`src/rtl/bht_pkg.sv`:
```
// Shared types and constants for the branch history table.
// Counter encoding: 0 strong not-taken .. 3 strong taken; bit 1 is the direction.
package bht_pkg;

  typedef logic [1:0] cnt_t;

  localparam cnt_t STRONG_NT = 2'd0;
  localparam cnt_t WEAK_NT   = 2'd1;
  localparam cnt_t WEAK_T    = 2'd2;
  localparam cnt_t STRONG_T  = 2'd3;

  typedef enum logic {
    INIT = 1'b0,
    RUN  = 1'b1
  } state_t;

endpackage

```
`src/rtl/bht_cnt_next.sv`:
```
// Saturating 2-bit counter step: moves one step toward the resolved direction
// and sticks at the ends instead of wrapping.
module bht_cnt_next
  import bht_pkg::*;
(
  input  cnt_t cur,
  input  logic taken,
  output cnt_t next
);

  // Step up on taken, down on not-taken, holding at STRONG_T / STRONG_NT.
  always_comb begin
    next = cur;
    if (taken) begin
      if (cur != STRONG_T) next = cur + 2'd1;
    end else begin
      if (cur != STRONG_NT) next = cur - 2'd1;
    end
  end

endmodule

```
`src/rtl/branch_history_table.sv`:
```
// Branch history table: 2**IDX_W saturating counters indexed by PC.
// Predict port (fetch) has one cycle of latency; update port (execute) trains
// the addressed counter. After reset the table walks through every entry
// writing INIT_CNT before it reports ready.
// Optional macro GSHARE_EN: XORs a global history register into the index.
module branch_history_table
  import bht_pkg::*;
#(
  parameter int   IDX_W    = 4,
  parameter int   PC_W     = 32,
  parameter cnt_t INIT_CNT = 2'b01
) (
  input  logic            clk,
  input  logic            rst,
  output logic            ready,
  input  logic            pred_req,
  input  logic [PC_W-1:0] pred_pc,
  output logic            pred_valid,
  output logic            pred_taken,
  output logic [1:0]      pred_count,
  input  logic            upd_en,
  input  logic [PC_W-1:0] upd_pc,
  input  logic            upd_taken
);

  localparam int ENTRIES = 1 << IDX_W;
  localparam logic [IDX_W-1:0] LAST_IDX = '1;

  state_t           state_q, state_d;
  logic [IDX_W-1:0] init_idx_q, init_idx_d;
  logic             ready_q, ready_d;
  logic             pred_valid_q, pred_valid_d;
  cnt_t             pred_count_q, pred_count_d;
  cnt_t             table_q [ENTRIES];
  cnt_t             table_d [ENTRIES];

  logic [IDX_W-1:0] pred_idx;
  logic [IDX_W-1:0] upd_idx;
  cnt_t             upd_next;

  // PC bits below the word offset and above the index never address the table.
  logic unused_pc_bits;
  assign unused_pc_bits = ^{pred_pc[PC_W-1:IDX_W+2], pred_pc[1:0],
                            upd_pc[PC_W-1:IDX_W+2], upd_pc[1:0]};

`ifdef GSHARE_EN
  logic [IDX_W-1:0] ghr_q, ghr_d;

  // Both ports hash with the history as it stood before this cycle's shift.
  always_comb begin
    pred_idx = pred_pc[IDX_W+1:2] ^ ghr_q;
    upd_idx  = upd_pc[IDX_W+1:2] ^ ghr_q;
  end

  // History shifts in each resolved direction, but only once the table is live.
  always_comb begin
    ghr_d = ghr_q;
    if (state_q == RUN && upd_en) ghr_d = {ghr_q[IDX_W-2:0], upd_taken};
  end

  // Global history register, cleared with the rest of the control state.
  always_ff @(posedge clk) begin
    if (rst) ghr_q <= '0;
    else     ghr_q <= ghr_d;
  end
`else
  // Plain PC-indexed table: word-aligned PC bits select the entry.
  always_comb begin
    pred_idx = pred_pc[IDX_W+1:2];
    upd_idx  = upd_pc[IDX_W+1:2];
  end
`endif

  bht_cnt_next u_cnt_next (
    .cur   (table_q[upd_idx]),
    .taken (upd_taken),
    .next  (upd_next)
  );

  // Init sweep, prediction read and update write; predictions read the old
  // table contents so a same-cycle update is only seen by later requests.
  always_comb begin
    state_d      = state_q;
    init_idx_d   = init_idx_q;
    ready_d      = ready_q;
    pred_valid_d = 1'b0;
    pred_count_d = pred_count_q;
    table_d      = table_q;
    case (state_q)
      INIT: begin
        table_d[init_idx_q] = INIT_CNT;
        init_idx_d          = init_idx_q + IDX_W'(1);
        if (init_idx_q == LAST_IDX) begin
          state_d = RUN;
          ready_d = 1'b1;
        end
      end
      RUN: begin
        if (pred_req) begin
          pred_valid_d = 1'b1;
          pred_count_d = table_q[pred_idx];
        end
        if (upd_en) table_d[upd_idx] = upd_next;
      end
      default: state_d = INIT;
    endcase
  end

  // Control and output registers; reset restarts the init sweep from entry 0.
  always_ff @(posedge clk) begin
    if (rst) begin
      state_q      <= INIT;
      init_idx_q   <= '0;
      ready_q      <= 1'b0;
      pred_valid_q <= 1'b0;
      pred_count_q <= STRONG_NT;
    end else begin
      state_q      <= state_d;
      init_idx_q   <= init_idx_d;
      ready_q      <= ready_d;
      pred_valid_q <= pred_valid_d;
      pred_count_q <= pred_count_d;
    end
  end

  // Counter storage needs no reset: the init sweep overwrites every entry.
  always_ff @(posedge clk) begin
    if (!rst) table_q <= table_d;
  end

  assign ready      = ready_q;
  assign pred_valid = pred_valid_q;
  assign pred_count = pred_count_q;
  assign pred_taken = pred_count_q[1];

endmodule
```
`config.mk`:
```
export PLATFORM = sky130hd
export DESIGN_NAME = branch_history_table
export DESIGN_NICKNAME = d
export VERILOG_FILES = /design/src/rtl/bht_pkg.sv /design/src/rtl/bht_cnt_next.sv /design/src/rtl/branch_history_table.sv
export SDC_FILE = /design/constraint.sdc
export NUM_CORES = 1
export LEC_CHECK = 0
export BUFFER_PORTS_ARGS = -buffer_cell sky130_fd_sc_hd__buf_2
export CORE_ASPECT_RATIO = 1.1
export CORE_MARGIN = 4
export CORE_UTILIZATION = 53
export DETAILED_ROUTE_END_ITERATION = 7
export PLACE_DENSITY = 0.77
export SLEW_MARGIN = 20
export SYNTH_ARGS = -nofsm -noshare
export SYNTH_HDL_FRONTEND = slang
export SYNTH_SLANG_ARGS = --single-unit
```
`constraint.sdc`:
```
create_clock -name clk -period 2.32 [get_ports clk]
set_clock_uncertainty 0.1 [all_clocks]
set_input_delay 0.116 -clock clk [delete_from_list [all_inputs] [get_ports clk]]
set_output_delay 0.116 -clock clk [all_outputs]
set_load 0.02 [all_outputs]
```
==> flow_summary.json <==
{
  "outcome": "finished, final reports clean",
  "critical_path.cell_chain": "mux4_1 > mux2_2 > maj3_2 > o22ai_2",
  "post_drt_wl_per_cell_um": 19.0,
  "drt_iter0_drc": 318,
  "fin_crit_ns": 2.17,
  "drtPass1Iterations": 5,
  "track_usage_pct": 21.9,
  "core_um2": 5030,
  "routed_wl_um": 6480,
  "clockBufferDepth": 2,
  "route.detailed.drc": 0,
  "synth_warnings": 0,
  "powerDensity_nw_per_um2": 556,
  "netlist_area_um2": 2770,
  "worstHoldStart": "rst",
  "leakagePower_nw": 1.01,
  "root_buffer": "clkbuf_8",
  "critPathArrivalTime_ns": 2.22,
  "max_freq_mhz": 461,
  "antenna_found_initial": 0,
  "place_inst": 333,
  "mostFrequentLayoutCells": "41 x nand2_1, 32 x edfxtp_1, 30 x a21oi_1",
  "grt_max_degree": 25,
  "clkSinkCount": 41,
  "cts_tree": "yes",
  "rsz0062_at_grt": "false",
  "startpoint_type": "register",
  "grt_pass1_wl_um": 11200,
  "die_x_um": 76.9,
  "nFillCells": 450,
  "grt_pass1_vias": 2168,
  "gp_congestion": 0.891,
  "grt-busiest-layer": "met2",
  "vias": 2269,
  "ctsResizeCount": 0,
  "grtUsageMet3_pct": 4.21,
  "cp_slowest_stage_delay_ns": 0.57,
  "via_per_inst": 6.65,
  "io_buffer_count": 17,
  "instances_no_fill": 341,
  "synth-edff-count": 32,
  "yosysSeqAreaShare_pct": 41.3,
  "die_area_um2": 6440,
  "synth_nets": 353,
  "layout-drive-gt1-share_pct": 16.3,
  "crit_fanout": 8,
  "tightest_slew_ns": 0.584,
  "multi_input_area_um2": 1490,
  "relSlewSlack_pct": 61.0,
  "finalCritPeriodShare_pct": 93.5,
  "start_util_pct": 54.9,
  "path_class": "reg2reg",
  "yosysUniqueCellTypes": 36,
  "synth_seq_cells": 41,
  "post_cts_buffers": 0,
  "required_ns": 2.37,
  "rows": 27,
  "hold_path_class": "in2reg",
  "ff_latch_area_um2": 1140,
  "cp_slowest_cell": "mux4_1",
  "postRouteAntennaNets": 0,
  "htreeDepth": 2,
  "overflow": 0,
  "num_io_pins": 74,
  "setup_viol": 0,
  "finalHoldViolCount": 0,
  "clk_pin_slew_ns": 0.08,
  "timing.rr.start": "table_q[26]$_DFFE_PP_",
  "hold_buffers": 0,
  "critPathLaunch": "table_q[26]$_DFFE_PP_",
  "vdd_drop_max_mv": 0.272,
  "syn_to_final_growth_pct": 5.66,
  "dpl.hpwl_um": 4530,
  "synthCells": 280,
  "cp-end-kind": "register",
  "finalSetupTns_ns": 0,
  "slew_violations": 0,
  "globalRouteMet2Util_pct": 33.0,
  "n_antenna_cell": 0,
  "layout_commonest_cell": "nand2_1",
  "synth-main-ff-cell": "edfxtp_1",
  "maxCapViolCount": 0,
  "synthArstFlopShare_pct": 0,
  "cts_buffers": 5,
  "fp.dieH_um": 83.8,
  "nNetsFinal": 355,
  "clock_latency_ns": 0.29,
  "met1_usage_pct": 31.6,
  "final_util_pct": 58.0,
  "syn_avg_cell_area_um2": 9.88
}
-- where the power goes --
| part | internal [mW] | switching, mW | leakage [nW] |
|---|---|---|---|
| Sequential | 0.842 | 0.0352 | 0.383 |
| Combinational | 0.125 | 0.176 | 0.587 |
| Clock | 0.209 | 0.235 | 0.0399 |
-- sequential cells by signal, indices dropped and copies added, names as in the netlist --
name / count
pred_count: 2
ready: 1
state_q: 1
init_idx_q: 4
pred_valid: 1
table_q: 32
-- metrics by stage --
step | power, mW | instance area (µm²) | hold slack (ns) | worst slack, ns
2_1_floorplan | 1.11 | 2770 | 0.216 | 0.380
3_3_place_gp | 1.18 | 2840 | 0.332 | 0.0533
3_5_place_dp | 1.19 | 2840 | 0.343 | 0.0419
4_1_cts | 1.62 | 2920 | 0.0325 | 0.168
5_1_grt | 1.71 | 2920 | 0.0396 | 0.0440
6_report | 1.62 | 2920 | 0.0406 | 0.152
-- worst max-delay path: cells and delay by family, from the launching register on --
family | cells | cell delay, ns
AOI/OAI and AO/OA | 1 | 0.20
adders and majority gates | 1 | 0.42
DFF | 1 | 0.44
muxes | 2 | 0.87
-- layer usage --
layer | part of all wire [%] | routed length [µm]
met5 | 0 | 0
met2 | 46 | 2990
met3 | 7.3 | 471
met4 | 2.3 | 149
met1 | 44 | 2870
-- final cells by class --
| class | instances | area share, % |
|---|---|---|
| inverters | 4 | 0.514 |
| well taps | 58 | 2.48 |
| repair buffers | 22 | 4.20 |
| clock inverters | 1 | 0.128 |
| clock buffers | 7 | 2.61 |
| flip-flops and latches | 41 | 39.1 |
| multi-input cells | 208 | 51.0 |
-- Yosys cell counts (2+ instances only) --
master     n  share of area (%)
inv_1      4               0.54
and2_1     2               0.45
ha_1       4                1.8
o21ai_0   16                2.9
xor2_1     2               0.63
o22ai_2    2               0.90
buf_1      3               0.41
nand3b_1  15                4.1
maj3_1     2               0.72
nor2b_1   12                2.7
buf_2      2               0.36
mux4_1     5                4.8
nand3_1   13                2.4
nor2_1    14                1.9
nand2_1   41                5.6
mux4_2    11                9.0
mux2_2     2               0.81
edfxtp_1  32                 35
a31oi_1    6                1.4
clkbuf_2   3               0.54
dfxtp_1    9                6.5
a22oi_1    2               0.54
clkbuf_1  17                2.3
a21oi_1   30                5.4
maj3_2     2               0.81
o22ai_1   14                3.2
a31o_2     2               0.63
mux2i_1    5                1.8
-- worst paths after layout --
| kind | endpoint | slack (ns) | cells after the start |
|---|---|---|---|
| setup / recovery | table_q[20]$_DFFE_PP_ | 0.15 | 4 |
| setup reg to reg | table_q[20]$_DFFE_PP_ | 0.15 | 4 |
| hold reg to reg | pred_count[0]$_SDFFE_PP0P_ | 0.36 | 2 |
| hold / removal | init_idx_q[2]$_SDFFE_PP0N_ | 0.04 | 2 |
-- cells by family after synthesis --
family	count (synthesis)	share of synthesized area, %
xor gates and xnor gates	3	0.950
AOI/OAI and AO/OA	73	15.2
and+or+nand+nor	101	18.1
DFF	41	41.3
adders and majority gates	8	3.35
buffers and inverters	31	4.84
muxes	23	16.3
Power figures use the tool's default switching activity.
